<file path="src/rtl/cv32e40x_rf_scoreboard.sv">
// -----------------------------------------------------------------------------
// cv32e40x_rf_scoreboard
//
// Register-file scoreboard for writes that complete after commit (out-of-order
// coprocessor results, deferred load data). Every committed instruction with a
// deferred write is "issued" into a per-register pending counter. Every result
// writeback retires one pending write. From these counters the block derives
// RAW/WAW stalls for the instruction in ID and backpressure towards commit.
//
// Ports
//   clk, rst            clock, synchronous active-high reset
//   issue_valid_i/      committed deferred write and its destination; the
//   issue_waddr_i       source holds it stable until issue_ready_o
//   issue_ready_o       room in both the global and the per-register budget
//   result_valid_i/     one retiring write per result port per cycle
//   result_waddr_i
//   rf_re_id_i/         ID read enables and addresses (RAW check)
//   rf_raddr_id_i
//   rf_we_id_i/         ID write enable and address (WAW check)
//   rf_waddr_id_i
//   id_valid_i          ID holds a valid instruction
//   raw_stall_o         an enabled ID read hits a pending register
//   waw_stall_o         the ID write targets a register already at MAX_PER_REG
//   pending_o           bit r set while register r has writes outstanding
//   outstanding_cnt_o   total outstanding deferred writes
//   empty_o             no writes outstanding
//   underflow_err_o     one-cycle pulse: a result hit a register with nothing
//                       pending
// -----------------------------------------------------------------------------

// Checker for the scoreboard. The per-register and global counters are kept
// out of saturation by issue_ready_o; a violation here means that gating is
// broken.
module cv32e40x_rf_scoreboard_chk (
    input logic clk,
    input logic rst,
    input logic sat_viol_i
);

    a_no_saturation: assert property (@(posedge clk) disable iff (rst) !sat_viol_i);

endmodule

module cv32e40x_rf_scoreboard #(
    parameter int unsigned  REGFILE_NUM_READ_PORTS = 2,
    parameter int unsigned  NUM_RESULT_PORTS       = 1,
    parameter int unsigned  MAX_OUTSTANDING        = 4,
    parameter int unsigned  MAX_PER_REG            = 2,
    parameter bit           RESULT_BYPASS          = 1'b0,
    localparam int unsigned GCNT_W                 = $clog2(MAX_OUTSTANDING + 1)
) (
    input  logic                                   clk,
    input  logic                                   rst,

    input  logic                                   issue_valid_i,
    input  logic [4:0]                             issue_waddr_i,
    output logic                                   issue_ready_o,

    input  logic [NUM_RESULT_PORTS-1:0]            result_valid_i,
    input  logic [NUM_RESULT_PORTS-1:0][4:0]       result_waddr_i,

    input  logic [REGFILE_NUM_READ_PORTS-1:0]      rf_re_id_i,
    input  logic [REGFILE_NUM_READ_PORTS-1:0][4:0] rf_raddr_id_i,
    input  logic                                   rf_we_id_i,
    input  logic [4:0]                             rf_waddr_id_i,
    input  logic                                   id_valid_i,

    output logic                                   raw_stall_o,
    output logic                                   waw_stall_o,
    output logic [31:0]                            pending_o,
    output logic [GCNT_W-1:0]                      outstanding_cnt_o,
    output logic                                   empty_o,
    output logic                                   underflow_err_o
);

    localparam int unsigned CNT_W = $clog2(MAX_PER_REG + 1);
    // Common arithmetic width, wide enough for counter + issue + all result hits
    // without wrapping, so comparisons never need to reason about overflow.
    localparam int unsigned AW    = 16;

    localparam logic [AW-1:0] ONE_A     = {{(AW-1){1'b0}}, 1'b1};
    localparam logic [AW-1:0] MAX_OUT_A = AW'(MAX_OUTSTANDING);
    localparam logic [AW-1:0] MAX_REG_A = AW'(MAX_PER_REG);

    // Counter state; entry 0 exists only to keep indexing uniform and is
    // held at zero so x0 never reports pending.
    logic [CNT_W-1:0]  cnt_q [32];
    logic [CNT_W-1:0]  cnt_d [32];
    logic [GCNT_W-1:0] gcnt_q;
    logic [GCNT_W-1:0] gcnt_d;
    logic [31:0]       pending_q;
    logic [31:0]       pending_d;
    logic              empty_q;
    logic              uflow_q;
    logic              uflow_d;

    logic [AW-1:0]     hits_s [32];
    logic [AW-1:0]     gcnt_a_s;
    logic [AW-1:0]     issue_cnt_a_s;
    logic [AW-1:0]     waw_cnt_a_s;
    logic              issue_ready_s;
    logic              issue_acc_s;
    logic [31:0]       pend_eff_s;
    logic              raw_hit_s;
    logic              sat_viol_s;

    // Number of result ports retiring a write to each register this cycle.
    always_comb begin
        hits_s[0] = '0;
        for (int r = 1; r < 32; r++) begin
            hits_s[r] = '0;
            for (int p = 0; p < int'(NUM_RESULT_PORTS); p++) begin
                if (result_valid_i[p] && (result_waddr_i[p] == 5'(r))) begin
                    hits_s[r] = hits_s[r] + ONE_A;
                end else begin
                    hits_s[r] = hits_s[r];
                end
            end
        end
    end

    // Issue acceptance looks at registered state only; a result retiring in
    // the same cycle frees room one cycle later, never combinationally.
    assign gcnt_a_s      = AW'(gcnt_q);
    assign issue_cnt_a_s = AW'(cnt_q[issue_waddr_i]);
    assign issue_ready_s = (gcnt_a_s < MAX_OUT_A) &&
                           ((issue_waddr_i == 5'd0) || (issue_cnt_a_s < MAX_REG_A));
    assign issue_acc_s   = issue_valid_i && issue_ready_s;

    // Next-state counters: cnt' = cnt + issue_hit - result_hits, clamped at 0.
    // The global count moves by the same net amount, so retirements that hit
    // an empty register are not subtracted from it.
    always_comb begin
        logic [AW-1:0] avail_v;
        logic [AW-1:0] gacc_v;
        gacc_v     = gcnt_a_s;
        uflow_d    = 1'b0;
        sat_viol_s = 1'b0;
        cnt_d[0]   = '0;
        for (int r = 1; r < 32; r++) begin
            avail_v = AW'(cnt_q[r]);
            if (issue_acc_s && (issue_waddr_i == 5'(r))) begin
                avail_v = avail_v + ONE_A;
                gacc_v  = gacc_v + ONE_A;
            end else begin
                avail_v = avail_v;
            end
            if (hits_s[r] > avail_v) begin
                cnt_d[r] = '0;
                uflow_d  = 1'b1;
                gacc_v   = gacc_v - avail_v;
            end else begin
                cnt_d[r] = CNT_W'(avail_v - hits_s[r]);
                gacc_v   = gacc_v - hits_s[r];
                if ((avail_v - hits_s[r]) > MAX_REG_A) begin
                    sat_viol_s = 1'b1;
                end else begin
                    sat_viol_s = sat_viol_s;
                end
            end
        end
        gcnt_d = GCNT_W'(gacc_v);
        if (gacc_v > MAX_OUT_A) begin
            sat_viol_s = 1'b1;
        end else begin
            sat_viol_s = sat_viol_s;
        end
    end

    // Pending bitmap for the next cycle, derived from the next counters.
    always_comb begin
        for (int r = 0; r < 32; r++) begin
            pending_d[r] = (cnt_d[r] != '0);
        end
    end

    // Effective pending view for RAW: with bypass, a register whose every
    // outstanding write retires this cycle no longer stalls the reader.
    always_comb begin
        for (int r = 0; r < 32; r++) begin
            if (RESULT_BYPASS) begin
                pend_eff_s[r] = (AW'(cnt_q[r]) > hits_s[r]);
            end else begin
                pend_eff_s[r] = pending_q[r];
            end
        end
    end

    // RAW check across all ID read ports; x0 reads never stall.
    always_comb begin
        raw_hit_s = 1'b0;
        for (int i = 0; i < int'(REGFILE_NUM_READ_PORTS); i++) begin
            if (rf_re_id_i[i] && (rf_raddr_id_i[i] != 5'd0) && pend_eff_s[rf_raddr_id_i[i]]) begin
                raw_hit_s = 1'b1;
            end else begin
                raw_hit_s = raw_hit_s;
            end
        end
    end

    assign waw_cnt_a_s = AW'(cnt_q[rf_waddr_id_i]);
    assign raw_stall_o = id_valid_i && raw_hit_s;
    assign waw_stall_o = id_valid_i && rf_we_id_i && (rf_waddr_id_i != 5'd0) &&
                         (waw_cnt_a_s >= MAX_REG_A);

    // Scoreboard state and registered status outputs.
    always_ff @(posedge clk) begin
        if (rst) begin
            for (int r = 0; r < 32; r++) begin
                cnt_q[r] <= '0;
            end
            gcnt_q    <= '0;
            pending_q <= 32'h0000_0000;
            empty_q   <= 1'b1;
            uflow_q   <= 1'b0;
        end else begin
            for (int r = 0; r < 32; r++) begin
                cnt_q[r] <= cnt_d[r];
            end
            gcnt_q    <= gcnt_d;
            pending_q <= pending_d;
            empty_q   <= (gcnt_d == '0);
            uflow_q   <= uflow_d;
        end
    end

    assign issue_ready_o     = issue_ready_s;
    assign pending_o         = pending_q;
    assign outstanding_cnt_o = gcnt_q;
    assign empty_o           = empty_q;
    assign underflow_err_o   = uflow_q;

    cv32e40x_rf_scoreboard_chk u_chk (
        .clk        (clk),
        .rst        (rst),
        .sat_viol_i (sat_viol_s)
    );

endmodule

</file>
<file path="config.mk">
export PLATFORM = sky130hd
export DESIGN_NAME = cv32e40x_rf_scoreboard
export DESIGN_NICKNAME = d
export VERILOG_FILES = /design/src/rtl/cv32e40x_rf_scoreboard.sv
export SDC_FILE = /design/constraint.sdc
export NUM_CORES = 1
export LEC_CHECK = 0
export CORE_MARGIN = 3
export CORE_UTILIZATION = 45
export DETAILED_ROUTE_END_ITERATION = 6
export PLACE_DENSITY = 0.72
export SLEW_MARGIN = 20
export SYNTH_ARGS = -nofsm -noshare
export SYNTH_HDL_FRONTEND = slang
export SYNTH_HIERARCHICAL = 1
export SYNTH_SLANG_ARGS = --single-unit
</file>
<file path="constraint.sdc">
create_clock -name clk -period 115.4 [get_ports clk]
set_input_delay 11.54 -clock clk [delete_from_list [all_inputs] [get_ports clk]]
set_output_delay 11.54 -clock clk [all_outputs]
set_load 0.02 [all_outputs]
</file>
==> results.yml, run 1 <==
setup_path:
  path_class: "in -> reg"
  max_stage_delay_ns: 0.83
  r2r.worst_path.cells: 140
  r2r-start: "cnt_q[6][1]$_SDFF_PP0_"
  critPathLaunchType: "input port"
  cp_slowest_cell: "clkdlybuf4s50_1"
  required_ns: 115.65
  rrSetupSlack_ns: 80.43
  cp_common_cell: "ha_1"
  cp_max_fo: 23
  critPathArrivalTime_ns: 47.27
  r2r-end: "empty_o$_SDFF_PP1_"
  end_kind: "flip-flop"
routing:
  num_vias: 8820
  drc_errors: 0
  ant_nets: 0
  via_per_inst: 5.68
  wire_per_inst_microns: 19.2
  drt-initial-drc-count: 686
  drt_pass1_iterations: 5
  wl_microns: 29800
clock_network:
  cts_sinks: 98
  root_buffer: "clkbuf_16"
  path_clk_slew_ns: 0.07
  post-cts-setup-buffers: 0
  numCtsBuffers: 9
  cts_tree: "done"
  clock_path_buffers: 2
  postCtsHoldBufs: 0
  cts.repair.resized: 0
  clk_latency_ns: 0.36
  htree_levels: 3
global_route:
  grt_pass1_wl_microns: 46700
  grt_max_degree: 71
  grt_pass1_vias: 8755
  grt_antenna_before_repair: 1
  grt.total_usage_pct: 24.4
  grt-ovfl-total: 0
sta:
  hold_viol: 0
  setup_slack_ns: 68.38
  skew_ns: 0.0106
  relSlewSlack_pct: 35.9
  finalCriticalPeriod_ns: 47.02
  setup_viol: 0
  worst_slew_pin_slew_ns: 0.955
  drv_slew: 0
  fin_crit_sh_pct: 40.7
  max_freq_ghz: 0.0213
  finalSetupTns_ns: 0
  rsz0062_at_grt: "no"
  hold_ws_ns: 0.708
pwr:
  power_density_nw_per_um2: 27.1
  internal-power_mw: 0.172
  ir_worst_vdd_v: 0.0000447
  leakage_nw: 5.44
  p_seq_share_pct: 11.9
  p_sw_mw: 0.149
  pwr-share-comb_pct: 78.8
  switching_share_pct: 46.4
  clkPwrFrac_pct: 9.3
synthesis:
  synth_top_area_share_pct: 18.8
  synth-seq-cells: 98
  yosysSeqAreaShare_pct: 18.8
  synthTopCellsByArea: "dfxtp_1 19%, ha_1 19%, xnor2_1 6.8%"
  syn-instance-count: 1173
  synth_edf_count: 0
  synth_compound_area_share_pct: 11.9
  synth-simple-area-share_pct: 16.6
  async_flop_share_pct: 0
  synthDistinctLibCells: 69
  synthFlopType: "dfxtp_1"
  synth_top_cell_by_area: "dfxtp_1"
  syn_avg_cell_area_sq_um: 8.89
  synth.mux.area_fraction_pct: 10.8
  synth-xor-area-share_pct: 10.7
  synth_top_family_by_area: "adder cells"
  synth_fa_ha_area_share_pct: 24.5
  syn-cell-area_sq_um: 10400
  yosys_warnings: 6
layout:
  fin_nets: 1481
  final_cell_mix: "155 x ha_1, 129 x inv_1, 98 x dfxtp_1, 95 x nor2_1, 81 x xnor2_1"
  final_cell_area_sq_um: 11900
  fillerInstances: 2100
  drive_gt1_share_pct: 9.47
  antennaDiodeCount: 0
  layout_commonest_cell: "ha_1"
  area_growth_pct: 13.7
place:
  port_buffers: 71
  hpwlAfterDp_microns: 23900
  post_dp_cell_area_sq_um: 11600
  place_congestion: 0.984
  dp_slack_ns: 68.02
die:
  initial_core_util_pct: 45.9
  fp.dieH_microns: 158
  dieWidth_microns: 158
  die_area_sq_um: 25000
  pin_count: 73
  row_count: 55
  core_sq_um: 22700
flow_run:
  drv_cap: 0
run_status:
  outcome: "finished clean"
min_path:
  min_to: "cnt_q[12][1]$_SDFF_PP0_"
  min_delay_path_depth: 3
  worstHoldPathType: "reg -> reg"
  hp-start: "cnt_q[12][1]$_SDFF_PP0_"
## synth_stat cells, types with 8 or more instances
cell      number
inv_1        129
nand3_1        9
a211oi_1      19
buf_2          9
nor2_1        95
o21ai_0       25
mux4_2        29
a31oi_1       13
xor2_1        44
a21oi_1       68
nor3_1        54
or2_2         22
mux2_2         8
xnor2_1       81
clkbuf_1      31
nor2b_1       10
ha_1         155
dfxtp_1       98
nand2_1       75
and2_1        10
fa_1          31
or3_1          9
mux2i_1       38
nand2b_1      14
## power by group through the flow
stage	logic, mW	registers [mW]	clock network, mW
floorplan	0.200	0.0395	0
global placement	0.241	0.0390	0
detailed placement	0.252	0.0390	0
CTS	0.254	0.0382	0.0303
global route	0.287	0.0384	0.0316
finish	0.254	0.0382	0.0298
## stage by stage
step | utilization [%] | cells | power, mW
6_report | 52.2 | 1552 | 0.322
5_1_grt | 52.2 | 1552 | 0.357
4_1_cts | 52.2 | 1552 | 0.323
3_5_place_dp | 50.9 | 1536 | 0.291
3_3_place_gp | 50.9 | 1536 | 0.280
2_1_floorplan | - | 1203 | 0.239
## registers in the layout, summed over array words and instances (netlist names)
signal and cells:
outstanding_cnt_o 3, underflow_err_o 1, empty_o 1, pending_o 31
cnt_q 62
## cell families (layout without fill, tap and decap cells)
family          count (synthesis)  count (layout)
simple gates                  338             338
fa+ha+maj                     186             186
compound gates                174             174
buf+inv                       174             238
xor+xnor                      126             126
flops                          98              98
mux                            75              75
other cells                     2              32
## cell type report
class                      instances  area (sq um)  share of cell area, %
multi-input combinational        931          7900                   66.6
clock buffer                      13           260                   2.20
sequential                        98          1960                   16.6
clock inverter                     3          23.8                  0.201
tap                              285           357                   3.01
inverter                         129           484                   4.08
timing repair buffer              93           871                   7.35
## critical path, delay by kind of cell
family | cells | cell delay, ns
fa+ha+maj | 63 | 25.90
compound gates | 24 | 3.34
buf+inv | 31 | 2.40
simple gates | 4 | 1.48
xor+xnor | 8 | 1.42
mux | 11 | 1.22
## layer usage
layer  GRT usage, %  vias to the layer above  part of all wire (%)
met1           31.0                     4192                    42
met2           40.5                      313                    46
met3           4.35                       95                   7.1
li1               -                     4218                     -
met4           11.1                        2                   5.0
met5              0                        -                 0.030
## how the worst max path moves through the flow
stage	startpoint	end	slack, ns	cells after the start
floorplan	issue_waddr_i[0]	empty_o$_SDFF_PP1_	70.31	144
global placement	issue_waddr_i[3]	empty_o$_SDFF_PP1_	69.02	141
detailed placement	issue_waddr_i[3]	empty_o$_SDFF_PP1_	68.02	141
CTS	issue_waddr_i[3]	empty_o$_SDFF_PP1_	68.38	141
global route	issue_waddr_i[3]	empty_o$_SDFF_PP1_	66.24	141
finish	issue_waddr_i[3]	empty_o$_SDFF_PP1_	68.38	141
(Power assumes the default switching activity.)
==> run 2: changes to the inputs <==
--- a/config.mk
+++ b/config.mk
@@ -8,7 +8,7 @@
 export CORE_MARGIN = 3
 export CORE_UTILIZATION = 45
 export DETAILED_ROUTE_END_ITERATION = 6
-export PLACE_DENSITY = 0.72
+export PLACE_DENSITY = 0.74
 export SLEW_MARGIN = 20
 export SYNTH_ARGS = -nofsm -noshare
 export SYNTH_HDL_FRONTEND = slang
==> constraint.sdc (replaced) <==
create_clock -name clk -period 40.7 [get_ports clk]
set_input_delay 4.07 -clock clk [delete_from_list [all_inputs] [get_ports clk]]
set_output_delay 4.07 -clock clk [all_outputs]
set_load 0.02 [all_outputs]
==> run 2 against run 1 <==
  * Die area is the same
  * Setup slack worse by 66 ns
  * Critical path depth is 1 higher
  * Largest cell class unchanged
  * Clock skew increased by 0.0011 ns
  * Critical path type unchanged
  * Largest power group unchanged
==> results.yml, run 2 (synthesis gave the netlist of run 1 again) <==
run_status:
  outcome: "finished clean"
place:
  hpwlAfterDp_microns: 24400
  port_buffers: 71
  place_congestion: 1.01
global_route:
  use_met3_pct: 4.87
  busiest_layer: "met2"
  met2_usage_pct: 41.1
  grt_pass1_vias: 8946
  met1_usage_pct: 31.3
  grt_pass1_wl_microns: 47800
  grt-ovfl-total: 0
  grt_antenna_before_repair: 0
  grt.total_usage_pct: 24.9
  grt_max_degree: 71
sta:
  hold_viol: 0
  drv_slew: 0
  skew_ns: 0.0117
  worst_slew_pin_slew_ns: 1.00
  fin_crit_sh_pct: 95.3
  hold_ws_ns: 0.724
  relSlewSlack_pct: 32.6
  finalCriticalPeriod_ns: 38.80
  max_freq_ghz: 0.0258
  setup_viol: 0
  finalSetupTns_ns: 0
routing:
  ant_nets: 0
  via_per_inst: 5.74
  drc_errors: 0
  wl_microns: 30300
  wire_per_inst_microns: 19.5
  drt-initial-drc-count: 707
  drt_pass1_iterations: 5
  num_vias: 8923
clock_network:
  clock_path_buffers: 2
  cts_tree: "done"
  root_buffer: "clkbuf_16"
  clk_latency_ns: 0.37
  htree_levels: 3
  postCtsHoldBufs: 0
  cts_sinks: 98
  numCtsBuffers: 9
  path_clk_slew_ns: 0.08
setup_path:
  critPathArrivalTime_ns: 39.07
  r2r-end: "empty_o$_SDFF_PP1_"
  rrSetupSlack_ns: 5.89
  cp_max_fo: 23
  cp_slowest_cell: "fa_1"
  path_class: "in -> reg"
  r2r.worst_path.cells: 140
  r2r-start: "cnt_q[7][1]$_SDFF_PP0_"
  critPathLaunchType: "input port"
  end_kind: "flip-flop"
  max_stage_delay_ns: 0.61
  cp_common_cell: "ha_1"
  required_ns: 40.97
layout:
  regMostFlops: "cnt_q"
  largest_register_ffs: 62
  final_cell_mix: "155 x ha_1, 129 x inv_1, 98 x dfxtp_1, 95 x nor2_1, 81 x xnor2_1"
  drive_gt1_share_pct: 10.1
  antennaDiodeCount: 0
  fin_nets: 1484
  multiInputGateArea_sq_um: 7910
  utilization_pct: 52.3
  area_growth_pct: 14.0
  layout_commonest_cell: "ha_1"
  fillerInstances: 2045
  regArea_sq_um: 1960
pwr:
  power.total_mw: 0.937
  ir_worst_vdd_v: 0.0000878
  power_density_nw_per_um2: 78.8
  leakage_nw: 5.46
min_path:
  worstHoldPathType: "reg -> reg"
  min_delay_path_depth: 3
  hp-start: "cnt_q[14][1]$_SDFF_PP0_"
  min_to: "cnt_q[14][1]$_SDFF_PP0_"
die:
  initial_core_util_pct: 45.9
  fp.dieH_microns: 158
  dieWidth_microns: 158
  die_area_sq_um: 25000
  core_sq_um: 22700
  pin_count: 73
  row_count: 55
flow_run:
  drv_cap: 0
-- run 2: cell types whose count changed in the layout (fill, tap and decap cells not counted), moves of 2 or more --
cell | before | now
buf_4 | 22 | 25
clkbuf_1 | 2 | 0
clkbuf_2 | 0 | 2
clkdlybuf4s50_1 | 70 | 67
inv_6 | 0 | 2
o21ai_0 | 25 | 21
o21ai_1 | 0 | 4
-- run 2: layout make-up --
class,count,share of cell area (%)
timing repair buffer,96,7.45
clock buffer,10,2.01
inverter,129,4.07
multi-input combinational,931,66.5
sequential,98,16.5
tap,285,3.00
clock inverter,6,0.411
-- run 2: layer usage --
layer / wire length [microns] / up-vias
met5: 0 / -
met1: 12300 / 4249
met3: 2350 / 113
li1: - / 4221
met2: 14100 / 340
met4: 1630 / 0
-- run 2: timing repair --
item                                    CTS  global route
gates resized for setup                   0            12
buffers inserted                          0             2
endpoints found under the setup margin    0             2
-- run 2: worst max path at each step --
| stage | start | endpoint | slack [ns] | depth (start not counted) |
|---|---|---|---|---|
| final | issue_waddr_i[3] | empty_o$_SDFF_PP1_ | 1.90 | 142 |
| after global routing | issue_waddr_i[3] | empty_o$_SDFF_PP1_ | -0.006 | 142 |
| after CTS | issue_waddr_i[0] | empty_o$_SDFF_PP1_ | 1.04 | 142 |
| after detailed placement | issue_waddr_i[0] | empty_o$_SDFF_PP1_ | 0.83 | 142 |
| after global placement | issue_waddr_i[0] | empty_o$_SDFF_PP1_ | 1.73 | 142 |
| after floorplan | issue_waddr_i[0] | empty_o$_SDFF_PP1_ | 3.08 | 144 |
-- run 2: stage by stage --
| step | area, sq um | setup slack [ns] | cells |
|---|---|---|---|
| finish | 11900 | 1.90 | 1555 |
| global route | 11900 | -0.00621 | 1555 |
| CTS | 11900 | 1.04 | 1553 |
| detailed placement | 11600 | 0.831 | 1537 |
| global placement | 11600 | 1.73 | 1537 |
| floorplan | 10500 | 3.08 | 1203 |
-- run 2: report_power, final --
group / internal, mW / switching [mW]
logic: 0.343 / 0.398
registers: 0.103 / 0.00564
clock network: 0.0438 / 0.0437
-- run 2: critical path, delay by kind of cell --
kind                       cells  cell delay (ns)
AOI/OAI and AO/OA             23             2.81
xor gates and xnor gates       8             1.46
adders and majority gates     63            25.87
buffers and inverters         32             2.19
muxes                         11             1.22
and+or+nand+nor                5             1.43
==> run 3: changes to the inputs <==
--- a/config.mk
+++ b/config.mk
@@ -6,9 +6,9 @@
 export NUM_CORES = 1
 export LEC_CHECK = 0
 export CORE_MARGIN = 3
-export CORE_UTILIZATION = 45
+export CORE_UTILIZATION = 55
 export DETAILED_ROUTE_END_ITERATION = 6
-export PLACE_DENSITY = 0.74
+export PLACE_DENSITY = 0.86
 export SLEW_MARGIN = 20
 export SYNTH_ARGS = -nofsm -noshare
 export SYNTH_HDL_FRONTEND = slang
==> run 3 against run 2 <==
  * Routed wire length is 0.88% higher
  * Clock power is 4.5% higher
  * Clock-buffer cell count is 2 higher
  * Design area is 0.28% lower
  * Combinational power is 0.7% lower
  * Utilization is 13 points higher
  * Global-route usage is 5.4 points higher
  * Sequential cell count stayed put
  * Critical path depth is 1 higher
  * Final cell count is 3.7% lower
  * Sequential power hardly changed
==> results.yml, run 3 (synthesis gave the netlist of run 1 again) <==
global_route:
  grt_max_degree: 71
  grt-ovfl-total: 0
  grt_pass1_vias: 9342
  grt_pass1_wl_microns: 48100
  grt_antenna_before_repair: 0
  grt.total_usage_pct: 30.3
layout:
  layout_commonest_cell: "ha_1"
  regMostFlops: "cnt_q"
  fin_nets: 1483
  largest_register_ffs: 62
  area_growth_pct: 13.6
  drive_gt1_share_pct: 9.93
  utilization_pct: 64.9
  final_cell_mix: "155 x ha_1, 129 x inv_1, 98 x dfxtp_1, 95 x nor2_1, 81 x xnor2_1"
  antennaDiodeCount: 0
routing:
  drc_errors: 0
  drt-initial-drc-count: 810
  drt_pass1_iterations: 5
  via_per_inst: 6.13
  ant_nets: 0
  wire_per_inst_microns: 20.4
  wl_microns: 30600
  num_vias: 9185
die:
  dieWidth_microns: 144
  pin_count: 73
  die_area_sq_um: 20700
  fp.dieH_microns: 144
  core_sq_um: 18300
  initial_core_util_pct: 57.1
  row_count: 49
place:
  dp_slack_ns: 0.908
  port_buffers: 71
  hpwlAfterDp_microns: 24100
  place_congestion: 1.04
setup_path:
  cp_common_cell: "ha_1"
  cp_slowest_cell: "clkdlybuf4s50_1"
  critPathLaunchType: "input port"
  required_ns: 40.95
  cp_max_fo: 21
  max_stage_delay_ns: 0.61
  path_class: "in -> reg"
  critPathArrivalTime_ns: 39.24
  end_kind: "flip-flop"
pwr:
  switching_share_pct: 46.9
  clkPwrFrac_pct: 9.8
  pwr-share-comb_pct: 78.7
  p_seq_share_pct: 11.5
  power.total_mw: 0.935
  p_sw_mw: 0.438
  power_density_nw_per_um2: 78.9
  ir_worst_vdd_v: 0.000129
  internal-power_mw: 0.497
  leakage_nw: 5.50
sta:
  hold_viol: 0
  max_freq_ghz: 0.0257
  skew_ns: 0.00773
  setup_viol: 0
  fin_crit_sh_pct: 95.8
  relSlewSlack_pct: 30.7
  worst_slew_pin_slew_ns: 1.03
  drv_slew: 0
  setup_slack_ns: 1.72
  finalCriticalPeriod_ns: 38.98
  hold_ws_ns: 0.726
clock_network:
  cts_tree: "done"
  clock_path_buffers: 2
  root_buffer: "clkbuf_16"
  cts_sinks: 98
  postCtsHoldBufs: 0
  clk_latency_ns: 0.37
  numCtsBuffers: 9
  path_clk_slew_ns: 0.07
  htree_levels: 3
min_path:
  worstHoldPathType: "reg -> reg"
flow_run:
  drv_cap: 0
run_status:
  outcome: "finished clean"
[run 3: cell count changes in the layout (fill, tap and decap cells not counted), moves of 2 or more]
cell	previous run	this run
dlymetal6s2s_1	1	3
buf_4	25	23
clkinv_2	0	2
clkbuf_2	2	0
clkinvlp_4	3	0
[run 3: path summary, 6_finish.rpt]
| kind | end | slack, ns | cells after the start | startpoint |
|---|---|---|---|---|
| setup / recovery | empty_o$_SDFF_PP1_ | 1.72 | 143 | issue_waddr_i[2] |
| hold / removal | cnt_q[5][1]$_SDFF_PP0_ | 0.73 | 3 | cnt_q[5][1]$_SDFF_PP0_ |
| setup reg to reg | empty_o$_SDFF_PP1_ | 5.86 | 140 | cnt_q[7][1]$_SDFF_PP0_ |
| hold reg to reg | cnt_q[5][1]$_SDFF_PP0_ | 0.73 | 3 | cnt_q[5][1]$_SDFF_PP0_ |
[run 3: timing repair]
action / 4_1_cts / 5_1_grt
setup endpoints to repair: 0 / 2
gates resized for setup: 0 / 11
setup buffers: 0 / 1
[run 3: per-stage QoR]
step / TNS [ns] / cell area (sq um) / instances
after floorplan: 0 / 10500 / 1203
after global placement: 0 / 11500 / 1481
after detailed placement: 0 / 11500 / 1481
after CTS: 0 / 11800 / 1497
after global routing: -0.0174 / 11900 / 1498
final: 0 / 11900 / 1498
[run 3: layout make-up]
type                       count  area, sq um
clock buffer                  12          256
clock inverter                 4         48.8
tap                          229          287
inverter                     129          484
timing repair buffer          95          897
sequential                    98         1960
fill                        1445         6420
multi-input combinational    931         7920
[run 3: routing by layer]
layer  part of all wire (%)  track usage [%]  up-vias
met1                     38             35.8     4392
met4                    6.2             16.9        0
met5                      0                0        -
met2                     47             51.7      445
met3                    8.7             5.79      136
li1                       -                -     4212
[run 3: power by group through the flow]
| stage | Combinational (mW) | Clock [mW] | Sequential, mW |
|---|---|---|---|
| after floorplan | 0.567 | 0 | 0.112 |
| after global placement | 0.675 | 0 | 0.109 |
| after detailed placement | 0.722 | 0 | 0.109 |
| after CTS | 0.727 | 0.0924 | 0.107 |
| after global routing | 0.823 | 0.0955 | 0.108 |
| final | 0.736 | 0.0914 | 0.107 |
[run 3: critical path: cells and delay by family]
kind                     cells  cell delay (ns)
XOR/XNOR                     8             1.54
adder cells (fa/ha/maj)     63            25.97
AND/OR/NAND/NOR              4             0.94
multiplexers                11             1.21
buffers and inverters       33             2.62
AO/OA/AOI/OAI               24             2.89
